==> src/rtl/lsu_mem_port_pkg.sv <==
// ---------------------------------------------------------------------------
// lsu_mem_port_pkg : access-size encoding and response-metadata types for LSU
// Rev 1.0
// ---------------------------------------------------------------------------
`default_nettype none

package lsu_mem_port_pkg;

    typedef enum logic [1:0] {
        BYTE = 2'b00,
        HALF = 2'b01,
        WORD = 2'b10
    } mem_size_e;

    // Fixed-width part of the metadata; tag and byte offset are appended by the
    // user because their widths follow the instantiating parameters.
    typedef struct packed {
        logic      wen;
        mem_size_e size;
        logic      sgn;
    } lsu_meta_s;

    localparam int unsigned C_META_HDR_W = $bits(lsu_meta_s);

    function automatic logic size_aligned(input logic [1:0] size, input logic [1:0] lo);
        case (size)
            2'b00:   return 1'b1;
            2'b01:   return ~lo[0];
            2'b10:   return (lo == 2'b00);
            default: return 1'b0;
        endcase
    endfunction

endpackage

`default_nettype wire

==> src/rtl/lsu_meta_fifo.sv <==
// ---------------------------------------------------------------------------
// lsu_meta_fifo : width/depth parametrised synchronous FIFO, async low reset
// Rev 1.0
// ---------------------------------------------------------------------------
`default_nettype none

module lsu_meta_fifo #(
    parameter int unsigned width_p = 8,
    parameter int unsigned depth_p = 2
) (
    input  logic               clk,
    input  logic               reset,
    input  logic               push_i,
    input  logic [width_p-1:0] data_i,
    input  logic               pop_i,
    output logic [width_p-1:0] data_o,
    output logic               full_o,
    output logic               empty_o
);

    localparam int unsigned C_PTR_W = (depth_p > 1) ? $clog2(depth_p) : 1;
    localparam int unsigned C_CNT_W = $clog2(depth_p + 1);

    logic [width_p-1:0] mem_q [depth_p];
    logic [C_PTR_W-1:0] wr_ptr_q, rd_ptr_q;
    logic [C_CNT_W-1:0] count_q;
    logic               w_push, w_pop;

    function automatic logic [C_PTR_W-1:0] ptr_inc(input logic [C_PTR_W-1:0] p);
        return (p == C_PTR_W'(depth_p - 1)) ? '0 : p + 1'b1;
    endfunction

    assign empty_o = (count_q == '0);
    assign full_o  = (count_q == C_CNT_W'(depth_p));
    assign w_pop   = pop_i & ~empty_o;
    // A full FIFO may still accept when the head leaves in the same cycle.
    assign w_push  = push_i & (~full_o | w_pop);
    assign data_o  = mem_q[rd_ptr_q];

    always_ff @(posedge clk or negedge reset) begin
        if (!reset) begin
            wr_ptr_q <= '0;
            rd_ptr_q <= '0;
            count_q  <= '0;
            for (int i = 0; i < int'(depth_p); i++) mem_q[i] <= '0;
        end else begin
            if (w_push) begin
                mem_q[wr_ptr_q] <= data_i;
                wr_ptr_q        <= ptr_inc(wr_ptr_q);
            end
            if (w_pop) rd_ptr_q <= ptr_inc(rd_ptr_q);
            count_q <= count_q + C_CNT_W'(w_push) - C_CNT_W'(w_pop);
        end
    end

endmodule

`default_nettype wire

==> src/rtl/lsu_mem_port.sv <==
// ---------------------------------------------------------------------------
// lsu_mem_port : load/store unit with bounded in-flight requests, in-order retire
// Rev 1.0
// ---------------------------------------------------------------------------
`default_nettype none

module lsu_mem_port
    import lsu_mem_port_pkg::*;
#(
    parameter int unsigned data_width_p  = 32,
    parameter int unsigned addr_width_p  = 32,
    parameter int unsigned tag_width_p   = 5,
    parameter int unsigned outstanding_p = 2
) (
    input  logic                                 clk,
    input  logic                                 reset,
    input  logic                                 req_valid_i,
    output logic                                 req_ready_o,
    input  logic                                 req_wen_i,
    input  logic [1:0]                           req_size_i,
    input  logic                                 req_signed_i,
    input  logic [addr_width_p-1:0]              req_addr_i,
    input  logic [data_width_p-1:0]              req_wdata_i,
    input  logic [tag_width_p-1:0]               req_tag_i,
    output logic                                 mem_valid_o,
    output logic                                 mem_wen_o,
    output logic [1:0]                           mem_size_o,
    output logic [addr_width_p-1:0]              mem_addr_o,
    output logic [data_width_p-1:0]              mem_wdata_o,
    input  logic                                 mem_yumi_i,
    input  logic                                 mem_resp_valid_i,
    input  logic [data_width_p-1:0]              mem_rdata_i,
    output logic                                 mem_resp_yumi_o,
    output logic                                 wb_valid_o,
    input  logic                                 wb_ready_i,
    output logic [data_width_p-1:0]              wb_data_o,
    output logic [tag_width_p-1:0]               wb_tag_o,
    output logic                                 store_done_o,
    output logic [$clog2(outstanding_p+1)-1:0]   inflight_o,
    output logic                                 idle_o,
    output logic                                 exception_o
);

    localparam int unsigned C_LO_W   = $clog2(data_width_p / 8);
    localparam int unsigned C_IF_W   = $clog2(outstanding_p + 1);
    localparam int unsigned C_META_W = C_META_HDR_W + tag_width_p + C_LO_W;
    localparam int unsigned C_LANES_B = data_width_p / 8;
    localparam int unsigned C_LANES_H = data_width_p / 16;
    localparam logic [C_IF_W-1:0] C_MAX = C_IF_W'(outstanding_p);

    logic                    slot_v_q;
    lsu_meta_s               slot_meta_q;
    logic [tag_width_p-1:0]  slot_tag_q;
    logic [addr_width_p-1:0] slot_addr_q;
    logic [data_width_p-1:0] slot_wdata_q;
    logic [C_IF_W-1:0]       inflight_q, inflight_d;
    logic                    exception_q, exception_d;

    logic                    w_aligned, w_take, w_accept, w_misalign, w_issue;
    logic                    w_pop, w_unexpected, w_full, w_empty;
    logic [data_width_p-1:0] w_wdata, w_shift;
    logic [C_META_W-1:0]     w_push_data, w_head;
    lsu_meta_s               w_head_meta;
    logic [C_LO_W-1:0]       w_head_lo;

    assign w_aligned   = size_aligned(req_size_i, req_addr_i[1:0]);
    assign req_ready_o = (~slot_v_q | mem_yumi_i) & (inflight_q < C_MAX);
    assign w_take      = req_valid_i & req_ready_o;
    assign w_accept    = w_take & w_aligned;
    assign w_misalign  = w_take & ~w_aligned;
    assign w_issue     = slot_v_q & mem_yumi_i;

    always_comb begin
        w_wdata = req_wdata_i;
        case (req_size_i)
            2'b00:   w_wdata = {C_LANES_B{req_wdata_i[7:0]}};
            2'b01:   w_wdata = {C_LANES_H{req_wdata_i[15:0]}};
            default: w_wdata = req_wdata_i;
        endcase
    end

    always_ff @(posedge clk or negedge reset) begin
        if (!reset) begin
            slot_v_q     <= 1'b0;
            slot_meta_q  <= '0;
            slot_tag_q   <= '0;
            slot_addr_q  <= '0;
            slot_wdata_q <= '0;
        end else if (w_accept) begin
            slot_v_q     <= 1'b1;
            slot_meta_q  <= '{wen: req_wen_i, size: mem_size_e'(req_size_i), sgn: req_signed_i};
            slot_tag_q   <= req_tag_i;
            slot_addr_q  <= req_addr_i;
            slot_wdata_q <= w_wdata;
        end else if (w_issue) begin
            slot_v_q     <= 1'b0;
        end
    end

    assign mem_valid_o = slot_v_q;
    assign mem_wen_o   = slot_meta_q.wen;
    assign mem_size_o  = slot_meta_q.size;
    assign mem_addr_o  = slot_addr_q;
    assign mem_wdata_o = slot_wdata_q;

    assign w_push_data = {slot_meta_q, slot_tag_q, slot_addr_q[C_LO_W-1:0]};

    lsu_meta_fifo #(
        .width_p (C_META_W),
        .depth_p (outstanding_p)
    ) u_meta_fifo (
        .clk     (clk),
        .reset   (reset),
        .push_i  (w_issue & ~w_full),
        .data_i  (w_push_data),
        .pop_i   (w_pop),
        .data_o  (w_head),
        .full_o  (w_full),
        .empty_o (w_empty)
    );

    assign w_head_meta = lsu_meta_s'(w_head[C_META_W-1 -: C_META_HDR_W]);
    assign wb_tag_o    = w_head[C_LO_W +: tag_width_p];
    assign w_head_lo   = w_head[C_LO_W-1:0];

    // Loads wait for writeback; stores and stray responses drain immediately.
    assign wb_valid_o      = mem_resp_valid_i & ~w_empty & ~w_head_meta.wen;
    assign w_pop           = mem_resp_valid_i & ~w_empty & (w_head_meta.wen | wb_ready_i);
    assign w_unexpected    = mem_resp_valid_i & w_empty;
    assign mem_resp_yumi_o = w_pop | w_unexpected;
    assign store_done_o    = w_pop & w_head_meta.wen;

    assign w_shift = mem_rdata_i >> {w_head_lo, 3'b000};

    always_comb begin
        wb_data_o = w_shift;
        case (w_head_meta.size)
            BYTE:    wb_data_o = w_head_meta.sgn ? data_width_p'($signed(w_shift[7:0]))
                                                 : data_width_p'(w_shift[7:0]);
            HALF:    wb_data_o = w_head_meta.sgn ? data_width_p'($signed(w_shift[15:0]))
                                                 : data_width_p'(w_shift[15:0]);
            default: wb_data_o = w_shift;
        endcase
    end

    assign inflight_d  = inflight_q + C_IF_W'(w_accept) - C_IF_W'(w_pop);
    assign exception_d = exception_q | w_misalign | w_unexpected;

    always_ff @(posedge clk or negedge reset) begin
        if (!reset) begin
            inflight_q  <= '0;
            exception_q <= 1'b0;
        end else begin
            inflight_q  <= inflight_d;
            exception_q <= exception_d;
        end
    end

    assign inflight_o  = inflight_q;
    assign idle_o      = (inflight_q == '0);
    assign exception_o = exception_q;

endmodule

`default_nettype wire

==> config.mk <==
export PLATFORM = sky130hd
export DESIGN_NAME = lsu_mem_port
export DESIGN_NICKNAME = d
export VERILOG_FILES = /design/src/rtl/lsu_mem_port_pkg.sv /design/src/rtl/lsu_meta_fifo.sv /design/src/rtl/lsu_mem_port.sv
export SDC_FILE = /design/constraint.sdc
export NUM_CORES = 1
export LEC_CHECK = 0
export ABC_CLOCK_PERIOD_IN_PS = 3410
export CAP_MARGIN = 30
export CORE_ASPECT_RATIO = 0.5
export CORE_MARGIN = 3
export CORE_UTILIZATION = 42
export DETAILED_ROUTE_END_ITERATION = 10
export GPL_ROUTABILITY_DRIVEN = 0
export PLACE_DENSITY = 0.8
export SLEW_MARGIN = 20
export SYNTH_ARGS = -nofsm -noshare
export SYNTH_HDL_FRONTEND = slang
export SYNTH_SLANG_ARGS = --single-unit
export TNS_END_PERCENT = 30
==> constraint.sdc <==
create_clock -name clk -period 3.41 [get_ports clk]
set_input_delay 1.023 -clock clk [delete_from_list [all_inputs] [get_ports clk]]
set_output_delay 1.023 -clock clk [all_outputs]
set_load 0.02 [all_outputs]
==> flow_metrics.py, run 1 <==
metrics = {
    "placement": {
        "dpl.cell_count": 837,
        "dp_slack_ps": -788.3,
        "io_buffers": 223,
        "hpwl_um": 11500,
    },
    "drt": {
        "vias_per_cell": 5.181,
        "drtIter0Drc": 324,
        "drt-pass1-iter-count": 5,
        "antenna_left": 0,
        "dr_total_vias": 4445,
        "wl_per_cell_um": 17.83,
        "wirelength_um": 15300,
        "post-route-drc-count": 0,
    },
    "floorplanning": {
        "die_h_um": 83.75,
        "rows": 27,
        "design.core.area_um2": 11380,
        "initial_utilization_pct": 44.60,
        "pin_count": 224,
        "design.die.area_um2": 13520,
        "die_w_um": 161.5,
    },
    "power_and_ir_drop": {
        "p_int_w": 0.004987,
        "netSwitchingPower_w": 0.003456,
        "power_leakage_nw": 3.582,
        "seqPwrFrac_pct": 26.5,
        "switching_share_pct": 40.93,
        "power_frac_comb_pct": 61.2,
        "power_density_nw_per_um2": 1052,
        "clkPwrFrac_pct": 12.3,
        "irDropWorstVdd_uv": 505.4,
    },
    "yosys": {
        "synth.avg_cell_area_um2": 11.28,
        "ys_seq_area_share_pct": 50.76,
        "ys.flop_type": "dfrtp_1",
        "synth_warnings": 0,
        "synth_top_area_share_pct": 50.76,
        "yosys.area.top_type": "dfrtp_1",
        "syn_nets": 565,
        "synthCells": 450,
        "synthTopCellsByCount": "103 x dfrtp_1, 80 x mux2_2, 42 x nand2_1, 35 x o21ai_0",
        "synth_area_leaders": "dfrtp_1 51%, mux2_2 18%, mux2i_1 6.1%, o21ai_0 3.4%, a21oi_1 3.2%",
        "async_reset_ff_share_pct": 100.0,
        "ys_types": 35,
        "ys_ff_latch": 103,
        "yosysMostFrequentCell": "dfrtp_1",
        "synth-edff-count": 0,
        "syn-cell-area_um2": 5077,
    },
    "layout": {
        "layout-drive-gt1-share_pct": 26.75,
        "fillCellCount": 856,
        "utilization_pct": 70.47,
        "seqCellArea_um2": 2579,
        "layoutNonFillerInstCount": 858,
        "synthToLayoutAreaGrowth_pct": 58.01,
        "num_antenna_cells": 0,
        "multi_input_area_um2": 2452,
        "nNetsFinal": 809,
    },
    "clock_tree": {
        "numCtsBuffers": 9,
        "cts_root_buffer": "clkbuf_16",
        "cts-htree-levels": 3,
        "tritoncts": "built",
        "clkLatencyLatePin_ps": 340,
        "clock_path_buffers": 2,
        "clkSinkCount": 103,
        "clk_pin_slew_ps": 60,
    },
    "setup_path": {
        "crit_type": "input pin to output port",
        "critPathLaunchType": "input pin",
        "rr_worst_depth": 11,
        "crit_fanout": 8,
        "critical_path_arrival_ps": 2340,
        "reg2reg_slack_ps": 950,
        "end_kind": "output port",
        "cp.required_ps": 2390,
        "r2r_end": "inflight_o[1]",
        "reg2reg_from": "u_meta_fifo.rd_ptr_q",
    },
    "timing": {
        "finalSetupTns_ps": 0,
        "setup_viol": 0,
        "finalHoldViolations": 0,
        "max_slew_margin_pct": 36.54,
        "tightest_slew_ps": 948.5,
        "clock_skew_ps": 6.944,
        "max_freq_mhz": 296.9,
        "period_share_pct": 98.77,
        "worst_slack_ps": 42.06,
        "rsz0062_at_grt": "yes",
        "holdWs_ps": 483.6,
        "finalCriticalPeriod_ps": 3368,
        "finalMaxSlewViolations": 0,
    },
    "hold_path": {
        "holdPathEnd": "mem_wdata_o[29]",
        "worstHoldStart": "mem_wdata_o[29]",
        "hold_depth": 2,
        "worstHoldPathType": "flip-flop to flip-flop",
    },
    "global_route": {
        "grt_pass1_wl_um": 24080,
        "antenna_found_initial": 0,
        "grt_max_degree": 99,
        "grt.total_usage_pct": 22.19,
        "grt_pass1_vias": 4581,
        "overflow": 0,
    },
    "job": {
        "cap_violations": 0,
    },
    "run_status": {
        "outcome": "complete, no violations",
    },
}
-- metrics by stage --
stage,power [W],area [µm²]
floorplan,0.004930,5077
global placement,0.007212,7669
detailed placement,0.007355,7669
CTS,0.008340,7971
global route,0.008919,8023
finish,0.008442,8023
-- repair_timing --
item,CTS,global route
pin swaps,15,5
setup endpoints to repair,36,26
hold buffers,0,0
resized for setup,153,30
buffers inserted,3,0
gates cloned,2,0
-- sequential cells by signal, summed over array words and instances, names as in the netlist --
| signal | cells |
|---|---|
| exception_o | 1 |
| inflight_o | 2 |
| mem_addr_o | 32 |
| mem_size_o | 2 |
| mem_valid_o | 1 |
| mem_wdata_o | 32 |
| mem_wen_o | 1 |
| slot_meta_q | 1 |
| slot_tag_q | 5 |
| u_meta_fifo.count_q | 2 |
| u_meta_fifo.mem_q | 22 |
| u_meta_fifo.rd_ptr_q | 1 |
| u_meta_fifo.wr_ptr_q | 1 |
-- kinds of logic after synthesis --
| group | after synthesis | synth area share [%] |
|---|---|---|
| compound gates | 91 | 10.57 |
| flops | 103 | 50.76 |
| xor+xnor | 6 | 1.035 |
| fa+ha+maj | 4 | 0.9857 |
| mux | 114 | 25.01 |
| buf+inv | 33 | 3.031 |
| simple gates | 99 | 8.601 |
-- layout make-up --
cell class,count,share of cell area [%]
Sequential cell,103,32.14
Timing Repair Buffer,260,30.75
Clock buffer,10,2.979
Tap cell,159,2.480
Multi-Input combinational cell,315,30.57
Clock inverter,6,0.8422
Inverter,5,0.2339
-- routing by layer --
| layer | up-vias | global-route usage [%] | routed length (µm) |
|---|---|---|---|
| met1 | 2149 | 25.68 | 6134 |
| met2 | 172 | 39.45 | 7687 |
| met5 | - | 0 | 0 |
| met3 | 36 | 5.946 | 984 |
| li1 | 2088 | - | - |
| met4 | 0 | 8.431 | 493 |
-- worst max-delay path, cell delays in order --
cell and delay, ps:
clkdlybuf4s15_1 210, mux2i_2 250, o22ai_4 140, and2_4 210, or3_4 370, buf_6 140
-- cell usage in the layout (no fill, tap or decap), drive strengths merged --
cell type / Yosys / final
clkinv: 0 / 1
a2bb2oi: 1 / 1
a21o: 1 / 1
clkinvlp: 0 / 2
xnor2: 4 / 4
a211o: 8 / 8
nand3: 2 / 2
nor2: 32 / 32
o32a: 2 / 2
xor2: 2 / 2
or3: 8 / 8
clkdlybuf4s15: 0 / 2
clkbuf: 17 / 12
ha: 4 / 4
clkdlybuf4s50: 0 / 182
nor2b: 8 / 8
nand2b: 3 / 3
a211oi: 8 / 8
o21ai: 35 / 35
nand4b: 1 / 1
mux2i: 34 / 34
o22ai: 2 / 2
mux2: 80 / 80
dfrtp: 103 / 103
and2: 3 / 4
inv: 5 / 7
nand2: 42 / 42
o21a: 1 / 1
dlygate4sd2: 0 / 11
a21oi: 32 / 32
o32ai: 1 / 1
bufinv: 0 / 1
buf: 11 / 63
-- power by group through the flow --
stage / clock network, W / registers, W / logic [W]
final: 0.00104 / 0.00223 / 0.00517
after CTS: 0.00107 / 0.00224 / 0.00503
after global routing: 0.00113 / 0.00232 / 0.00548
after global placement: 0 / 0.00221 / 0.00501
after floorplan: 0 / 0.00267 / 0.00226
after detailed placement: 0 / 0.00226 / 0.00510
-- how the worst max path moves through the flow --
stage | startpoint | to | slack, ps | cells after the start
after global placement | mem_rdata_i[15] | wb_data_o[21] | -690 | 8
after floorplan | mem_rdata_i[7] | wb_data_o[16] | 180 | 6
after global routing | u_meta_fifo.rd_ptr_q | wb_data_o[17] | -30 | 6
final | mem_rdata_i[23] | wb_data_o[21] | 40 | 6
after detailed placement | mem_rdata_i[15] | wb_data_o[21] | -790 | 8
after CTS | mem_rdata_i[15] | wb_data_o[16] | 3 | 8
No activity file was read; power rests on OpenSTA's default activity.
==> run 2, diff against run 1 <==
Settings changed: ABC_AREA set to 1, CORE_UTILIZATION 42 to 44, PLACE_DENSITY 0.8 to unset, PLACE_DENSITY_LB_ADDON set to 0.2, SETUP_SLACK_MARGIN set to 0.02.
==> run 2 against run 1 <==
  * Critical path type unchanged
  * Routed wire length rose by 6.2%
  * Combinational power fell by 5.4%
  * Cell count rose by 29%
  * Sequential share of layout area fell by 0.10 points
  * Synthesized area rose by 6.8%
==> flow_metrics.py, run 2 <==
metrics = {
    "layout": {
        "num_antenna_cells": 0,
        "synthToLayoutAreaGrowth_pct": 48.37,
        "design_area_um2": 8048,
        "layout_commonest_cell": "nand2_1",
        "layout_common_cells": "314 x nand2_1, 185 x clkdlybuf4s50_1, 125 x nand3_1, 102 x dfrtp_1, 48 x o21ai_0",
        "layout-drive-gt1-share_pct": 9.148,
        "utilization_pct": 70.07,
        "nNetsFinal": 1061,
        "fillCellCount": 965,
    },
    "placement": {
        "dp_slack_ps": -300.1,
        "hpwl_um": 11810,
        "placed_cell_area_um2": 7854,
        "io_buffers": 223,
    },
    "floorplanning": {
        "rows": 27,
        "design.die.area_um2": 13780,
        "initial_utilization_pct": 47.22,
        "die_w_um": 163.0,
        "design.core.area_um2": 11490,
        "die_h_um": 84.51,
        "pin_count": 224,
    },
    "power_and_ir_drop": {
        "power_density_nw_per_um2": 1012,
        "irDropWorstVdd_uv": 567.7,
        "power_leakage_nw": 4.077,
    },
    "timing": {
        "period_share_pct": 96.66,
        "max_freq_mhz": 303.4,
        "finalHoldViolations": 0,
        "worst_slack_ps": 113.7,
        "setup_viol": 0,
        "finalMaxSlewViolations": 0,
        "rsz0062_at_grt": "no",
        "tightest_slew_ps": 694.9,
        "clock_skew_ps": 4.995,
        "finalCriticalPeriod_ps": 3296,
        "max_slew_margin_pct": 53.68,
        "finalSetupTns_ps": 0,
    },
    "global_route": {
        "grt_pass1_vias": 5458,
        "grt.total_usage_pct": 23.57,
        "grt_pass1_wl_um": 26430,
        "grt_max_degree": 75,
        "overflow": 0,
        "antenna_found_initial": 0,
    },
    "run_status": {
        "outcome": "complete, no violations",
    },
    "clock_tree": {
        "clkLatencyLatePin_ps": 350,
        "clk_pin_slew_ps": 70,
        "clock_path_buffers": 2,
        "cts_root_buffer": "clkbuf_16",
        "tritoncts": "built",
        "cts-htree-levels": 3,
        "clkSinkCount": 103,
        "hold_buffers": 0,
        "postCtsSetupBuffers": 0,
        "numCtsBuffers": 9,
    },
    "yosys": {
        "synth_top_area_share_pct": 47.52,
        "synthCells": 735,
        "ys_types": 32,
        "syn_nets": 850,
        "synth_warnings": 0,
        "ys.flop_type": "dfrtp_1",
        "synth_area_leaders": "dfrtp_1 48%, nand2_1 22%, nand3_1 12%, o21ai_0 4.4%, buf_2 2.9%",
        "ys_seq_area_share_pct": 47.52,
        "syn-cell-area_um2": 5424,
        "async_reset_ff_share_pct": 100.0,
        "synth.avg_cell_area_um2": 7.380,
        "ys_ff_latch": 103,
        "synthTopCellsByCount": "315 x nand2_1, 126 x nand3_1, 103 x dfrtp_1, 48 x o21ai_0, 40 x inv_1",
        "yosys.area.top_type": "dfrtp_1",
        "yosysMostFrequentCell": "nand2_1",
        "synth-edff-count": 0,
    },
    "job": {
        "cap_violations": 0,
    },
    "drt": {
        "drtIter0Drc": 439,
        "post-route-drc-count": 0,
        "dr_total_vias": 5614,
        "vias_per_cell": 5.058,
        "wirelength_um": 16240,
        "wl_per_cell_um": 14.63,
        "drt-pass1-iter-count": 5,
        "antenna_left": 0,
    },
    "setup_path": {
        "crit_type": "input pin to output port",
        "cp.required_ps": 2390,
        "end_kind": "output port",
        "critical_path_arrival_ps": 2270,
        "crit_fanout": 2,
        "critPathLaunchType": "input pin",
    },
    "hold_path": {
        "worstHoldPathType": "flip-flop to flip-flop",
    },
}
run 2: repair_timing:
item | CTS | global route
gates cloned | 0 | 0
gates resized for setup | 78 | 35
setup endpoints to repair | 35 | 32
run 2: power breakdown:
| group | internal, W | leakage (nW) | switching (W) |
|---|---|---|---|
| combinational | 0.00198 | 2.63 | 0.00291 |
| sequential | 0.00181 | 1.29 | 0.000352 |
| clock | 0.000645 | 0.156 | 0.000447 |
run 2: worst max-delay path, stage by stage:
cell and delay (ps):
clkdlybuf4s50_1 470, inv_1 50, o21ai_0 150, buf_4 140, nand2_1 40, o21ai_0 80, clkdlybuf4s15_1 320
run 2: per-stage QoR:
stage / std cells / total power, W / hold slack [ps]
after CTS: 1110 / 0.008412 / 474.1
final: 1110 / 0.008141 / 467.1
after floorplan: 735 / 0.005025 / 441.9
after global routing: 1110 / 0.008734 / 499.6
after detailed placement: 1094 / 0.007470 / 457.1
after global placement: 1094 / 0.007372 / 453.5
run 2: cell families after synthesis:
| logic type | Yosys count | share of synthesized area (%) |
|---|---|---|
| flops | 103 | 47.52 |
| fa+ha+maj | 4 | 0.9228 |
| simple gates | 469 | 36.26 |
| compound gates | 64 | 6.644 |
| buf+inv | 90 | 7.843 |
| xor+xnor | 5 | 0.8075 |
run 2: metal layers:
| metal | vias to the layer above | GRT usage, % | wire length (µm) | share of wire [%] |
|---|---|---|---|---|
| met5 | - | 0 | 0 | 0 |
| met4 | 0 | 7.061 | 374 | 2.3 |
| met3 | 29 | 6.604 | 1292 | 8.0 |
| met2 | 221 | 39.98 | 7790 | 48 |
| met1 | 2585 | 29.58 | 6787 | 42 |
| li1 | 2779 | - | - | - |
run 2: cell type report:
type / count / area [µm²] / share of cell area, %
sequential: 103 / 2579 / 32.04
multi-input combinational: 542 / 2442 / 30.35
timing repair buffer: 248 / 2345 / 29.14
clock buffer: 9 / 225.2 / 2.799
tap: 159 / 198.9 / 2.472
inverter: 42 / 162.7 / 2.021
clock inverter: 7 / 95.09 / 1.182
run 2: path summary, 6_finish.rpt:
check,start,to,slack [ps],cells after the start
setup / recovery,mem_rdata_i[26],wb_data_o[2],110,7
min in group asynchronous,reset,mem_wdata_o[5],670,1
hold / removal,mem_addr_o[14],mem_addr_o[14],470,2
setup reg to reg,u_meta_fifo.rd_ptr_q,u_meta_fifo.count_q[1],1360,11
max in group asynchronous,reset,mem_addr_o[8],2060,2
hold reg to reg,mem_addr_o[14],mem_addr_o[14],470,2
